`src/rtl/lsu_pkg.sv`:
```
// Shared types and helpers for the load/store access controller.
// DataType encodings, FSM states and the size-mask decode.
package lsu_pkg;

  localparam logic [1:0] DT_BYTE = 2'b00;
  localparam logic [1:0] DT_HALF = 2'b01;
  localparam logic [1:0] DT_WORD = 2'b11;

  typedef enum logic [1:0] {
    IDLE = 2'd0,
    ACC0 = 2'd1,
    ACC1 = 2'd2,
    RESP = 2'd3
  } state_t;

  // Reserved type 2'b10 falls through to a full word.
  function automatic logic [3:0] sizeMask(input logic [1:0] dt);
    logic [3:0] m;
    case (dt)
      DT_BYTE: m = 4'b0001;
      DT_HALF: m = 4'b0011;
      default: m = 4'b1111;
    endcase
    return m;
  endfunction

  function automatic logic isMisaligned(
    input logic [1:0] dt,
    input logic [1:0] off
  );
    return ((dt == DT_HALF) && (off == 2'd3)) ||
           (dt[1] && (off != 2'd0));
  endfunction

endpackage

```
`src/rtl/lsu_lane_align.sv`:
```
// Byte-enable and store-lane alignment for one memory phase.
// Phase 0 is the low word, phase 1 the spill-over into the next word.
module lsu_lane_align
  import lsu_pkg::*;
(
  input  logic [1:0]  off,
  input  logic [1:0]  dataType,
  input  logic        phase,
  input  logic [31:0] wdata,
  output logic [3:0]  be,
  output logic [31:0] laneData
);

  logic [3:0] mask;
  logic [2:0] rsh;

  assign mask = sizeMask(dataType);
  assign rsh  = 3'd4 - {1'b0, off};

  always_comb begin
    if (!phase) begin
      be       = mask << off;
      laneData = wdata << {off, 3'b000};
    end else begin
      be       = mask >> rsh;
      laneData = wdata >> {rsh, 3'b000};
    end
  end

endmodule

```
`src/rtl/lsu_access_ctrl.sv`:
```
// Load/store sequencer: byte enables, lane shifting, load extension.
// LSU_MISALIGN_SPLIT_EN splits misaligned accesses; else they fault.
module lsu_access_ctrl
  import lsu_pkg::*;
#(
  parameter int ADDR_W = 32
) (
  input  logic              clk,
  input  logic              reset,
  input  logic              req_valid,
  output logic              req_ready,
  input  logic              req_we,
  input  logic [ADDR_W-1:0] req_addr,
  input  logic [1:0]        req_type,
  input  logic              req_unsigned,
  input  logic [31:0]       req_wdata,
  output logic              mem_req,
  output logic              mem_we,
  output logic [ADDR_W-1:0] mem_addr,
  output logic [3:0]        mem_be,
  output logic [31:0]       mem_wdata,
  input  logic              mem_ack,
  input  logic [31:0]       mem_rdata,
  output logic              rsp_valid,
  output logic [31:0]       rsp_rdata,
  output logic              rsp_fault
);

  state_t      state;
  logic        weReg;
  logic        unsReg;
  logic        faultReg;
  logic [1:0]  offReg;
  logic [1:0]  typeReg;
  logic [31:0] loReg;
  logic [23:0] hiWord;

  logic [1:0]  laneOff;
  logic [1:0]  laneType;
  logic        lanePhase;
  logic [31:0] laneWdata;
  logic [3:0]  laneBe;
  logic [31:0] laneData;
  logic        reqMis;

  logic [31:0] merged;
  logic [31:0] loadData;

  assign reqMis = isMisaligned(req_type, req_addr[1:0]);

`ifdef LSU_MISALIGN_SPLIT_EN
  logic        splitReg;
  logic [31:0] wdataReg;
  logic [23:0] hiReg;
  logic        inIdle;

  // Phase 1 re-aligns from the fields captured at acceptance.
  assign inIdle    = (state == IDLE);
  assign laneOff   = inIdle ? req_addr[1:0] : offReg;
  assign laneType  = inIdle ? req_type : typeReg;
  assign laneWdata = inIdle ? req_wdata : wdataReg;
  assign lanePhase = (state == ACC0);
  assign hiWord    = hiReg;
`else
  assign laneOff   = req_addr[1:0];
  assign laneType  = req_type;
  assign laneWdata = req_wdata;
  assign lanePhase = 1'b0;
  assign hiWord    = '0;
`endif

  lsu_lane_align uAlign (
    .off      (laneOff),
    .dataType (laneType),
    .phase    (lanePhase),
    .wdata    (laneWdata),
    .be       (laneBe),
    .laneData (laneData)
  );

  always_comb begin
    merged = loReg;
    unique case (offReg)
      2'd0: merged = loReg;
      2'd1: merged = {hiWord[7:0], loReg[31:8]};
      2'd2: merged = {hiWord[15:0], loReg[31:16]};
      2'd3: merged = {hiWord[23:0], loReg[31:24]};
    endcase
    loadData = merged;
    if (typeReg == DT_BYTE)
      loadData = {{24{~unsReg & merged[7]}}, merged[7:0]};
    else if (typeReg == DT_HALF)
      loadData = {{16{~unsReg & merged[15]}}, merged[15:0]};
  end

  always_ff @(posedge clk) begin
    if (reset) begin
      state     <= IDLE;
      req_ready <= 1'b1;
      mem_req   <= 1'b0;
      mem_we    <= 1'b0;
      mem_addr  <= '0;
      mem_be    <= '0;
      mem_wdata <= '0;
      rsp_valid <= 1'b0;
      rsp_rdata <= '0;
      rsp_fault <= 1'b0;
      weReg     <= 1'b0;
      unsReg    <= 1'b0;
      faultReg  <= 1'b0;
      offReg    <= '0;
      typeReg   <= '0;
      loReg     <= '0;
`ifdef LSU_MISALIGN_SPLIT_EN
      splitReg  <= 1'b0;
      wdataReg  <= '0;
      hiReg     <= '0;
`endif
    end else begin
      unique case (state)
        IDLE: begin
          if (req_valid && req_ready) begin
            req_ready <= 1'b0;
            weReg     <= req_we;
            unsReg    <= req_unsigned;
            offReg    <= req_addr[1:0];
            typeReg   <= req_type;
            loReg     <= '0;
`ifdef LSU_MISALIGN_SPLIT_EN
            splitReg  <= reqMis;
            wdataReg  <= req_wdata;
            hiReg     <= '0;
            faultReg  <= 1'b0;
            state     <= ACC0;
            mem_req   <= 1'b1;
`else
            faultReg  <= reqMis;
            state     <= reqMis ? RESP : ACC0;
            mem_req   <= ~reqMis;
`endif
            mem_we    <= req_we;
            mem_addr  <= {req_addr[ADDR_W-1:2], 2'b00};
            mem_be    <= laneBe;
            mem_wdata <= laneData;
          end
        end
        ACC0: begin
          if (mem_ack) begin
            loReg <= mem_rdata;
`ifdef LSU_MISALIGN_SPLIT_EN
            if (splitReg) begin
              state     <= ACC1;
              mem_addr  <= mem_addr + ADDR_W'(4);
              mem_be    <= laneBe;
              mem_wdata <= laneData;
            end else begin
              state   <= RESP;
              mem_req <= 1'b0;
            end
`else
            state   <= RESP;
            mem_req <= 1'b0;
`endif
          end
        end
`ifdef LSU_MISALIGN_SPLIT_EN
        ACC1: begin
          if (mem_ack) begin
            hiReg   <= mem_rdata[23:0];
            state   <= RESP;
            mem_req <= 1'b0;
          end
        end
`endif
        RESP: begin
          // First RESP cycle builds the response; second presents it.
          if (!rsp_valid) begin
            rsp_valid <= 1'b1;
            rsp_fault <= faultReg;
            rsp_rdata <= (weReg || faultReg) ? 32'h0 : loadData;
          end else begin
            rsp_valid <= 1'b0;
            faultReg  <= 1'b0;
            req_ready <= 1'b1;
            state     <= IDLE;
          end
        end
        default: begin
          state     <= IDLE;
          req_ready <= 1'b1;
          mem_req   <= 1'b0;
        end
      endcase
    end
  end

endmodule

```
`config.mk`:
```
export PLATFORM = sky130hd
export DESIGN_NAME = lsu_access_ctrl
export DESIGN_NICKNAME = d
export VERILOG_FILES = /design/src/rtl/lsu_pkg.sv /design/src/rtl/lsu_lane_align.sv /design/src/rtl/lsu_access_ctrl.sv
export SDC_FILE = /design/constraint.sdc
export NUM_CORES = 1
export LEC_CHECK = 0
export CORE_ASPECT_RATIO = 0.6
export CORE_MARGIN = 2
export CORE_UTILIZATION = 47
export CTS_BUF_LIST = sky130_fd_sc_hd__clkbuf_16
export CTS_CLUSTER_SIZE = 28
export DETAILED_ROUTE_END_ITERATION = 7
export PLACE_DENSITY = 0.77
export SLEW_MARGIN = 10
export SYNTH_ARGS = -nofsm -noshare
export SYNTH_HDL_FRONTEND = slang
export SYNTH_HIERARCHICAL = 1
export SYNTH_SLANG_ARGS = --single-unit
export TNS_END_PERCENT = 20
```
`constraint.sdc`:
```
create_clock -name clk -period 2.1 [get_ports clk]
set_input_delay 0.21 -clock clk [delete_from_list [all_inputs] [get_ports clk]]
set_output_delay 0.21 -clock clk [all_outputs]
set_load 0.01 [all_outputs]
```
==> summary.md <==
| Metric | Value |
|---|---|
| Status | finished with violations |
| Failing checks | max-slew violations |
| Setup bufs post-CTS | 0 |
| Synth Instances | 813 |
| Rel. slew slack | -17.0% |
| Final Slew Violations | 9 |
| RSZ-0062 raised after global routing | false |
| Avg Synthesized Cell Area | 8.35 um2 |
| Netlist cell types | just over 60 |
| Critical path launch point type | input port |
| Wire per inst | 17.8 um |
| Clock Sinks | 143 |
| EDFF count, synth | 0 |
| Worst-path clk slew | 0.06 ns |
| Post-route insts no fill | approximately 1200 |
| Grt total ovfl | 0 |
| Clk_skew | ~0.012 ns |
| First-pass iteration count of the detailed router | 5 |
| Hold_ws | 0.176 ns |
| Cts-stage hold buffer count | 0 |
| DRT antenna net count | 0 |
| Global-route wire length before repair | 34300 um |
| CTS root buf | clkbuf_16 |
| GRT Total Usage | 27.5% |
| Placed Cells | ~1200 |
| Hold WC Path Type | input port to register |
| Largest cells by area after synthesis | dfxtp_1, nand2_1, a21oi_1 |
| Fill cells | 1160 |
| CTS Buffer Depth | 2 |
| Top-area cell type share of the netlist area | 42.2% |
| Skew-Pair Late Insertion Delay | 0.41 ns |
| Final Hold Vio Count | 0 |
| CP peak stage delay | 0.97 ns |
| Final net count | 1110 |
| Post-synth top cells | nand2_1, dfxtp_1, a21oi_1, o21ai_0 |
| FFs w/ async S/R, synth | 0% |
| # port buffers | 206 |
| TritonCTS clock tree | yes |
| Netlist Area Pre-Place | 0.00679 mm2 |
| HPWL after DPL | 15100 um |
| Top-count cell post-synth | nand2_1 |
| # rows | 33 |
| Synthesis-to-finish area growth | 43.0% |
| Leak pwr | roughly 3.5 nW |
| Die X | approximately 160 um |
| Worst path cell trace | clkdlybuf4s50_1 > inv_1 > nor3_1 > a221o_1 > nand2_1 > a21oi_1 |
| Ratio of cells with drive above 1 in the final layout | 9.73% |
| PwrDens | 794 mW/mm2 |
| DRC | 0 |
| Initial antenna violation count | 1 |
| Final wirelength | 21600 um |
| Core area | 0.0139 mm2 |
| Peak VDD IR | slightly above 0.5 mV |
| Post-CTS resize count | 0 |
| CTS H-Tree Depth | 4 |
| Initial Utilization | about half |
| Register Area | 0.00286 mm2 |
| CP Max Fanout | 8 |
| GP Congestion | roughly 0.9 |
| Yosys reg bits | roughly 140 |
| Kind of end point of the critical path | register |
| Fin crit period | between 1.5 and 2 ns |
| Vias in the first global route | about 6500 |
| Final critical-path share of the clock period | 89.9% |
| Worst Tran Pin Value | 1.73 ns |
| Dominant cell type by area after synthesis | dfxtp_1 |
| Ports | 209 |
| Via count | 6766 |
| Final setup fails | 0 |
| WS Path Type | input port to register |
| Area of the multi-input gates | about 0.0036 mm2 |
| Delay-heaviest family, CP | simple AND/OR/NAND/NOR gates |
| First DRT Iteration DRCs | between 400 and 500 |
| TritonCTS buffer count | 17 |
| Critical path arrival | 2.22 ns |
| Highest clock rate | 530 MHz |
| Largest net degree at the start of global routing | 75 |
| Post-synthesis sequential area ratio | 42.2% |
| Number of max-cap violations | 0 |
| Crit path buffers/inverters | 2 |
| Vias per cell | approximately 5.6 |
| CP required | 2.44 ns |
| Top_reg_cell synth | dfxtp_1 |
| Die height | 97.1 um |
| Critical-path top delay cell | nor3_1 |
| Die area | about 0.015 mm2 |
| Ys Warns | 6 |
## stage by stage
step	utilization, %	power [mW]	TNS [ns]	instance area, um2	setup WS (ns)
after global placement	65.6	4.63	-0.0564	9110	-0.0143
final	69.9	7.70	0	9700	0.212
after detailed placement	65.6	4.65	-0.408	9110	-0.0747
after CTS	69.9	7.72	0	9700	0.273
after global routing	69.9	8.02	0	9700	0.146
after floorplan	-	3.91	0	6800	0.571
## kinds of logic (layout without fill, tap and decap cells)
kind of cell,after synthesis,in the layout,synth area share [%]
mux,49,49,7.76
flops,143,143,42.2
buf+inv,73,274,5.05
other cells,1,5,0.0553
fa+ha+maj,2,2,0.332
compound gates,247,247,24.0
simple gates,298,298,20.6
## layout make-up
type,instances,area share [%]
clock buffers,17,4.38
multi-input cells,600,37.2
clock inverters,14,1.73
well taps,192,2.48
repair buffers,239,24.5
flip-flops and latches,143,29.5
diodes,1,0.0258
inverters,4,0.155
## where the power goes
group,total (mW),switching [mW],internal [mW]
Combinational,1.63,0.860,0.765
Sequential,3.01,0.132,2.88
Clock,3.06,1.20,1.86
## per-layer routing
layer  part of all wire (%)  vias up  GRT usage [%]  wire (um)
met5                      0        -              0          0
met4                    1.3        0           8.25        284
met3                     11       25           10.2       2350
met2                     42      322           39.5       9120
met1                     46     3152           38.4       9820
li1                       -     3267              -          -
## flip-flops by register name, indices dropped and copies added, names as in the netlist
| register | flops |
|---|---|
| mem_req | 1 |
| rsp_valid | 1 |
| weReg | 1 |
| offReg | 2 |
| faultReg | 1 |
| rsp_fault | 1 |
| unsReg | 1 |
| typeReg | 2 |
| mem_wdata | 32 |
| state | 2 |
| req_ready | 1 |
| mem_addr | 30 |
| loReg | 32 |
| mem_be | 4 |
| rsp_rdata | 32 |
## worst paths after layout
kind	to	slack [ns]	start	cells after the start
hold / removal	rsp_rdata[6]	0.18	reset	2
setup / recovery	mem_wdata[31]	0.21	req_addr[1]	6
hold reg to reg	mem_be[2]	0.45	mem_be[2]	2
setup reg to reg	rsp_rdata[29]	0.25	offReg[0]	5
## layout by cell type (no fill, tap or decap), types with 3 or more instances in the layout
master / count
nor2_1: 32
a31oi_1: 7
a2bb2oi_1: 7
a221o_1: 16
a211o_1: 7
clkinvlp_4: 4
bufinv_16: 3
o21a_1: 3
o21ai_2: 10
a22o_1: 9
a21o_1: 7
nand2b_1: 37
a22oi_1: 9
a21oi_1: 82
o32ai_1: 7
o21ai_0: 54
conb_1: 4
inv_1: 5
dfxtp_1: 143
clkbuf_16: 17
nor2b_1: 9
nand3_1: 35
mux2i_1: 38
buf_12: 6
nand2_1: 158
nor3b_2: 3
mux2_2: 9
a32oi_1: 15
buf_4: 28
clkdlybuf4s50_1: 204
inv_6: 3
nand3b_1: 4
No activity file was read; power rests on OpenSTA's default activity.
